$ cat config.mk
export PLATFORM = sky130hd
export DESIGN_NAME = mul_div_unit
export DESIGN_NICKNAME = d
export VERILOG_FILES = /design/src/rtl/riscv_md_pkg.sv /design/src/rtl/mul_div_unit.sv
export SDC_FILE = /design/constraint.sdc
export NUM_CORES = 1
export LEC_CHECK = 0
export ABC_AREA = 1
export CORE_ASPECT_RATIO = 0.7
export CORE_MARGIN = 3
export CORE_UTILIZATION = 25
export DETAILED_ROUTE_END_ITERATION = 10
export DONT_BUFFER_PORTS = 1
export PLACE_DENSITY = 0.35
export SETUP_SLACK_MARGIN = 0.3
export SLEW_MARGIN = 10
export SYNTH_ARGS = -nofsm -noshare
export SYNTH_HDL_FRONTEND = slang
export SYNTH_SLANG_ARGS = --single-unit
$ cat constraint.sdc
create_clock -name clk -period 12.86 [get_ports clk]
set_clock_uncertainty 0.1 [all_clocks]
set_input_delay 1.286 -clock clk [delete_from_list [all_inputs] [get_ports clk]]
set_output_delay 1.286 -clock clk [all_outputs]
set_load 0.02 [all_outputs]
$ cat src/rtl/riscv_md_pkg.sv
// Shared types and constants for the RV32M multiply/divide unit.
package riscv_md_pkg;

  typedef enum logic [3:0] {
    MD_MUL    = 4'b0000,
    MD_MULH   = 4'b0001,
    MD_MULHSU = 4'b0010,
    MD_MULHU  = 4'b0011,
    MD_DIV    = 4'b0100,
    MD_DIVU   = 4'b0101,
    MD_REM    = 4'b0110,
    MD_REMU   = 4'b0111,
    MD_NONE   = 4'b1111
  } md_op_e;

  typedef enum logic [1:0] {
    IDLE,
    CALC,
    FIX,
    DONE
  } md_state_e;

  localparam logic [31:0] MD_DIV0_Q  = '1;
  localparam logic [31:0] MD_INT_MIN = 32'h8000_0000;

endpackage

$ cat src/rtl/mul_div_unit.sv
// Iterative RV32M multiply/divide unit. Shift-add multiply and restoring divide share one
// 64-bit {hi,lo} shift register and one 33-bit adder/subtractor.
module mul_div_unit
  import riscv_md_pkg::*;
#(
  parameter int unsigned XLEN = 32,
  parameter int unsigned ITER = 32
) (
  input  logic            clk,
  input  logic            rst,
  input  logic [3:0]      mul_div_op_in,
  input  logic [XLEN-1:0] op_a_in,
  input  logic [XLEN-1:0] op_b_in,
  input  logic            kill,
  output logic            busy,
  output logic            ACK_out,
  output logic [XLEN-1:0] result
);

  localparam int unsigned CW = $clog2(ITER);

  md_state_e       state_q, state_d;
  logic [CW-1:0]   count_q, count_d;
  logic [2:0]      op_q, op_d;
  logic            neg_q, neg_d;
  logic [XLEN-1:0] hi_q, hi_d, lo_q, lo_d, opnd_q, opnd_d, result_q, result_d;

  md_op_e          in_op;
  logic            in_valid, in_div, in_rem, a_signed, b_signed, sign_a, sign_b;
  logic            in_neg, div0, ovf, fast;
  logic [XLEN-1:0] a_mag, b_mag, fast_val;

  logic [XLEN:0]     add_a, add_b, sum;
  logic              cin;
  logic [2*XLEN-1:0] prod, prod_fix;
  logic [XLEN-1:0]   rem_fix, fix_val;

  // Decode the incoming op: signedness, magnitudes, final sign and the fast-path divide cases.
  always_comb begin
    in_op    = md_op_e'(mul_div_op_in);
    in_valid = ~mul_div_op_in[3];
    in_div   = mul_div_op_in[2];
    in_rem   = mul_div_op_in[1];
    a_signed = 1'b0;
    b_signed = 1'b0;
    case (in_op)
      MD_MUL, MD_MULH, MD_DIV, MD_REM: begin
        a_signed = 1'b1;
        b_signed = 1'b1;
      end
      MD_MULHSU: a_signed = 1'b1;
      default: ;
    endcase
    sign_a   = a_signed & op_a_in[XLEN-1];
    sign_b   = b_signed & op_b_in[XLEN-1];
    a_mag    = sign_a ? -op_a_in : op_a_in;
    b_mag    = sign_b ? -op_b_in : op_b_in;
    // Remainder follows the dividend; everything else follows the product/quotient sign.
    in_neg   = (in_div & in_rem) ? sign_a : (sign_a ^ sign_b);
    div0     = in_div & (op_b_in == '0);
    ovf      = in_div & b_signed & (op_a_in == MD_INT_MIN) & (op_b_in == '1);
    fast     = div0 | ovf;
    if (div0) fast_val = in_rem ? op_a_in : MD_DIV0_Q;
    else      fast_val = in_rem ? '0 : MD_INT_MIN;
  end

  // Shared adder: accumulate for multiply, trial-subtract the divisor for divide.
  always_comb begin
    if (op_q[2]) begin
      add_a = {hi_q, lo_q[XLEN-1]};
      add_b = ~{1'b0, opnd_q};
      cin   = 1'b1;
    end else begin
      add_a = {1'b0, hi_q};
      add_b = lo_q[0] ? {1'b0, opnd_q} : '0;
      cin   = 1'b0;
    end
    sum = add_a + add_b + {{XLEN{1'b0}}, cin};
  end

  // Sign fix-up and result selection; low word of -{hi,lo} doubles as the negated quotient.
  always_comb begin
    prod     = {hi_q, lo_q};
    prod_fix = neg_q ? -prod : prod;
    rem_fix  = neg_q ? -hi_q : hi_q;
    if (!op_q[2]) fix_val = (op_q[1:0] == 2'b00) ? prod_fix[XLEN-1:0] : prod_fix[2*XLEN-1:XLEN];
    else          fix_val = op_q[1] ? rem_fix : prod_fix[XLEN-1:0];
  end

  // Next-state logic: capture in IDLE or on the ACK cycle, iterate, fix up, acknowledge.
  always_comb begin
    state_d  = state_q;
    count_d  = count_q;
    op_d     = op_q;
    neg_d    = neg_q;
    hi_d     = hi_q;
    lo_d     = lo_q;
    opnd_d   = opnd_q;
    result_d = result_q;
    if (kill) begin
      state_d = IDLE;
    end else begin
      unique case (state_q)
        IDLE, DONE: begin
          state_d = IDLE;
          if (in_valid) begin
            op_d = mul_div_op_in[2:0];
            if (fast) begin
              state_d  = DONE;
              result_d = fast_val;
            end else begin
              state_d = CALC;
              count_d = CW'(ITER - 1);
              neg_d   = in_neg;
              hi_d    = '0;
              lo_d    = in_div ? a_mag : b_mag;
              opnd_d  = in_div ? b_mag : a_mag;
            end
          end
        end
        CALC: begin
          count_d = count_q - 1'b1;
          if (op_q[2]) begin
            // Restore (keep the shifted remainder) when the trial subtract went negative.
            hi_d = sum[XLEN] ? {hi_q[XLEN-2:0], lo_q[XLEN-1]} : sum[XLEN-1:0];
            lo_d = {lo_q[XLEN-2:0], ~sum[XLEN]};
          end else begin
            {hi_d, lo_d} = {sum, lo_q[XLEN-1:1]};
          end
          if (count_q == '0) state_d = FIX;
        end
        FIX: begin
          result_d = fix_val;
          state_d  = DONE;
        end
        default: state_d = IDLE;
      endcase
    end
  end

  // State and datapath registers.
  always_ff @(posedge clk or posedge rst) begin
    if (rst) begin
      state_q  <= IDLE;
      count_q  <= '0;
      op_q     <= '0;
      neg_q    <= 1'b0;
      hi_q     <= '0;
      lo_q     <= '0;
      opnd_q   <= '0;
      result_q <= '0;
    end else begin
      state_q  <= state_d;
      count_q  <= count_d;
      op_q     <= op_d;
      neg_q    <= neg_d;
      hi_q     <= hi_d;
      lo_q     <= lo_d;
      opnd_q   <= opnd_d;
      result_q <= result_d;
    end
  end

  assign busy    = (state_q == CALC) || (state_q == FIX);
  assign ACK_out = (state_q == DONE);
  assign result  = result_q;

endmodule

* Word-level counts from Yosys, hierarchy flattened
Cells that the tools add are included.
** Storage, ports and cells
- Bits in registers :: 139
- Bits in latches :: 0
- Bits in writable memories :: 0
- Memory bits (read-only) :: 0
- Input port bits :: 71
- Output and inout port bits :: 34
- Memories :: 0
** Operators by class
- Add/sub/neg operators :: 7
- Multiply operators :: 0
- Divide/modulo/power cells :: 0
- Magnitude comparators :: 0
- Eq/ne operators :: 13
- Shifts and indexed selects :: 0
- Mux-type cells :: 39
- Bitwise logic cells :: 14
- Reduce and logical (&&, ||, !) cells :: 15
** Operators with widths (count)
- $mux W32 :: 21
- $pmux W32 S2 :: 3
- $neg A32 Y32 :: 3
- $mux W33 :: 2
- $eq A32 B32 Y1 const B :: 2
- $mux W64 :: 1
- $neg A64 Y64 :: 1
- $add A33 B1 Y33 :: 1
- $add A33 B33 Y33 :: 1
- $not A32 Y33 :: 1
- $logic_not A32 Y1 :: 1
- $reduce_and A4 Y1 :: 3
- $mux W5 :: 2
- $pmux W5 S2 :: 1
- $eq A4 B3 Y1 const B :: 2
- $mux W2 :: 4
- $and A1 B1 Y1 :: 7
- $ne A2 B2 Y1 const B :: 3
- $pmux W2 S3 :: 1
- $logic_not A5 Y1 :: 1
- $reduce_or A5 Y1 :: 1
- $sub A5 B1 Y5 const B :: 1
- $eq A2 B2 Y1 const B :: 2
- $eq A4 B1 Y1 const B :: 1
- other kinds (14) :: 22

* Logic depth before layout (Yosys ltp)
- Depth in word-level cells :: 11
- Gate-level depth with buffers :: 25

* Least setup slack after synthesis
OpenSTA, ideal clock, no wires.
- Path kind :: flip-flop to flip-flop
- Start :: register op_q[2]
- End :: register hi_q[16]
- Library setup time :: 0.116 ns
- Arrival :: 3.473 ns
- Data required time :: 12.644 ns
- Setup slack :: 9.171 ns
- Cell stages (with the launch flop) :: 26
- Clock period less this slack :: 3.689 ns
- Path through :: dfrtp_1 inv_1 clkbuf_1 clkbuf_1 clkbuf_1 nand3_1 o21ai_0 fa_1 inv_1 fa_1 nand3b_1 nand2_1 nand3_1 nand2_1 nand2_1 nand2_1 nand2_1 nand2_1 nand2_1 nand2_2 nand2_2 buf_6 nand2_1 nand2_1 nand2_1 nand2_1
** On the way
- Longest elaborated chain between the ends :: 6
- Elaborated cells on any way between the ends :: 8
- Those cells by class :: 2 x add/sub; 6 x mux
** Ends and longest elaborated chain
- start, declared :: RTL line mul_div_unit.sv:24 : logic [2:0] op_q, op_d;
- start signal, assigned :: RTL line mul_div_unit.sv:155 : op_q <= op_d;
- $mux W33 :: RTL line mul_div_unit.sv:69 : if (op_q[2]) begin
- $add A33 B33 Y33 :: RTL line mul_div_unit.sv:78 : sum = add_a + add_b + {{XLEN{1'b0}}, cin};
- $add A33 B1 Y33 :: RTL line mul_div_unit.sv:78
- $mux W32 :: RTL line mul_div_unit.sv:125 : hi_d = sum[XLEN] ? {hi_q[XLEN-2:0], lo_q[XLEN-1]} : sum[XLEN-1:0];
- $mux W32 (*) :: RTL line mul_div_unit.sv:123 : if (op_q[2]) begin
- $pmux W32 S2 (*) :: RTL line mul_div_unit.sv:103 : unique case (state_q)
- end signal, assigned :: RTL line mul_div_unit.sv:157 : hi_q <= hi_d;
- end, declared :: RTL line mul_div_unit.sv:26 : logic [XLEN-1:0] hi_q, hi_d, lo_q, lo_d, opnd_q, opnd_d, result_q, result_d;
Every way passes the cells marked *; elsewhere a longest branch is shown, timed or not.
A chain may end at the register's enable or synchronous reset.

* Worst setup path in the final report
- Start :: register op_q[2]
- End :: register hi_q[7]
The elaborated chain is that of the path after synthesis.

==> run_results.csv <==
group,metric,value,unit
global_routing,grt_max_degree,90,
global_routing,grt_overflow,0,
floorplan,fp-row-count,77,
routing,vias,19100,
synthesis,synth-async-reset-ratio,1.00,
routing,wl,87800,µm
placement,placed_area,0.0167,mm²
critical_path,path_cells,"clkinv_2 > buf_4 > nor2_1 > a21oi_1 > fa_1 > inv_1 > fa_1 > nand3b_1 > nand2_1 > nand3_1 > nand2_1 > nand2_1 > nand2_1 > nand2_1 > nand2_1 > nand2_1 > nand2_2 > nand2_2 > nand2_1 > nand2_1 > nand2_1 > nand2_1",
worst_hold_path,holdPathStages,2,
timing,worstMarginPinSlew,1.14,ns
critical_path,startpoint_type,"flip-flop",
run_status,status,"completed",
critical_path,r2r_start,"op_q[2]",
timing,hold_ws,0.406,ns
synthesis,synthesis.nets,2969,
cts,postCtsSetupBuffers,0,
synthesis,yosysWarnings,0,
placement,hpwl,70700,µm
critical_path,crit_arrival,6.04,ns
cts,holdBufCountCts,0,
critical_path,crit_slowest_cell,"buf_4",
worst_hold_path,min_path_type,"reg2reg",
cts,clk_pin_slew,0.07,ns
global_routing,grt_pass1_wl,126000,µm
timing,slew_viol_final,0,
critical_path,cpPeakStageDelay,0.79,ns
cts,cts_tree,"built",
floorplan,coreArea,0.0636,mm²
routing,dr.pass1.iters,6,
finish,synthToLayoutAreaGrowth,7.08,%
timing,finalWorstSetupSlack,7.06,ns
cts,h-tree-depth,4,
finish,fin_area,0.0173,mm²
floorplan,die_area,0.0678,mm²
synthesis,synth_seq_area_share,0.215,
synthesis,synth_edf_count,0,
placement,port-buffer-count,0,
cts,cts_sinks,139,
floorplan,start_util,0.254,
cts,clk_path_buf_depth,2,
cts,cts_buffers,17,
synthesis,synth_area_leaders,"dfrtp_1 (22%), nand2_1 (20%), nand3_1 (9.7%)",
floorplan,ios,105,
critical_path,r2r_end,"hi_q[7]",
timing,max_freq,172,MHz
run,maxCapViolCount,0,
pwr,p_leak,8.19,nW
cts,clk_latency,0.46,ns
timing,hold_viol_final,0,
floorplan,die_w,310,µm
critical_path,path_max_fanout,89,
floorplan,die_h,219,µm
synthesis,avgSynthCellArea,5.67,µm²
timing,rsz0062_at_grt,"false",
critical_path,criticalPathCategory,"reg2reg",
routing,postRouteAntennaNets,0,
critical_path,worstSetupEndpointType,"flip-flop",
synthesis,netlist_instances,2854,
finish,fin_nets,2873,
synthesis,ys_ff_latch,139,
timing,finalCriticalPeriod,5.80,ns
global_routing,grt_usage,0.255,
finish,final_common_cell,"nand2_1",
routing,wl_per_cell,24.4,µm
critical_path,crit_top_cell,"nand2_1",
critical_path,reg2reg_depth,22,
placement,pre_cts_ws,7.08,ns
synthesis,synth_area_leader_cell,"dfrtp_1",
synthesis,synthFlopType,"dfrtp_1",
finish,final_cell_mix,"nand2_1 (872), nor2_1 (412), nand3_1 (313)",
timing,setup_viol,0,
placement,gp_congestion,0.960,
pwr,powerDensity,306,mW/mm²
cts,cts_root_buf,"clkbuf_16",
critical_path,ff2ff_setup_slack,7.06,ns
timing,timing.final.crit_share,0.451,
synthesis,yosysUniqueCellTypes,53,
global_routing,grt_pass1_vias,17300,
finish,drive_gt1_frac,0.0444,
routing,drt-vias-per-instance,5.30,
synthesis,synth_area,0.0162,mm²
worst_hold_path,worstHoldStart,"opnd_q[24]",
cts,post_cts_resize_count,0,
timing,fin_setup_tns,0,ns
critical_path,required,13.10,ns
global_routing,antenna_found_initial,3,
timing,relSlewSlack,0.234,
worst_hold_path,worstHoldEndpoint,"opnd_q[24]",
pwr,ir_drop,0.110,mV
routing,drt_iter0_drc,2203,
routing,post-route-drc-count,0,
pwr,total_power,5.31,mW
synthesis,synth_top_area_frac,0.215,
-- synthesized netlist by cell type (all sizes together) (5+ instances only) --
library cell	n
nand3b	12
nand2	880
inv	244
o21ai	254
buf	69
or2	9
clkbuf	66
dfrtp	139
nand4	34
xor2	78
nor2	426
nor3	30
o211ai	17
a21oi	201
a21o	5
ha	42
nand3	316
-- per-layer routing --
metal	global-route usage	vias to the layer above	routed length (µm)
met4	0.0480	0	1440
met5	0	-	0
li1	-	9086	-
met3	0.0413	52	6690
met1	0.425	9171	46600
met2	0.331	780	33100
-- worst max-delay path, delay by kind of cell (launching register included) --
family | cells | cell delay [ns]
AO/OA/AOI/OAI | 1 | 0.26
adder cells (fa/ha/maj) | 2 | 0.64
AND/OR/NAND/NOR | 16 | 2.71
buffers and inverters | 3 | 1.25
flip-flops | 1 | 0.68
-- metrics by stage --
stage	utilization	instances
after floorplan	-	2854
after global placement	0.263	3568
after detailed placement	0.263	3568
after CTS	0.272	3600
after global routing	0.272	3600
final	0.272	3601
-- power breakdown --
group | internal (mW) | switching, mW | total, mW
Combinational | 1.03 | 2.69 | 3.72
Sequential | 0.639 | 0.430 | 1.07
Clock | 0.290 | 0.234 | 0.523
Total | 1.96 | 3.35 | 5.31
-- state kept, by name (all words and copies together) (netlist names) --
register  flops
result       32
lo_q         32
opnd_q       32
op_q          3
state_q       2
neg_q         1
hi_q         32
count_q       5
-- how the worst max path moves through the flow --
stage | end | from | cells past startpoint
CTS | hi_q[7] | op_q[2] | 22
global route | hi_q[10] | op_q[2] | 22
floorplan | count_q[0] | rst | 1
global placement | hi_q[17] | op_q[2] | 22
finish | hi_q[7] | op_q[2] | 22
detailed placement | hi_q[7] | op_q[2] | 22
-- kinds of logic (layout without fill, tap and decap cells) --
family	Yosys count	count (layout)	synth area share
AOI/OAI and AO/OA	497	497	0.164
DFF	139	139	0.215
adders and majority gates	44	44	0.0350
xor gates and xnor gates	79	79	0.0428
buffers and inverters	382	299	0.0974
other	0	1	0
and+or+nand+nor	1713	1713	0.445
-- final cells by class --
class,count,area [µm²]
clock inverter,14,161
fill,7401,46300
sequential,139,3480
inverter,247,937
tap,829,1040
timing repair buffer,20,150
antenna,1,2.50
multi-input combinational,2333,11100
clock buffer,18,429
Power figures use the tool's default switching activity.
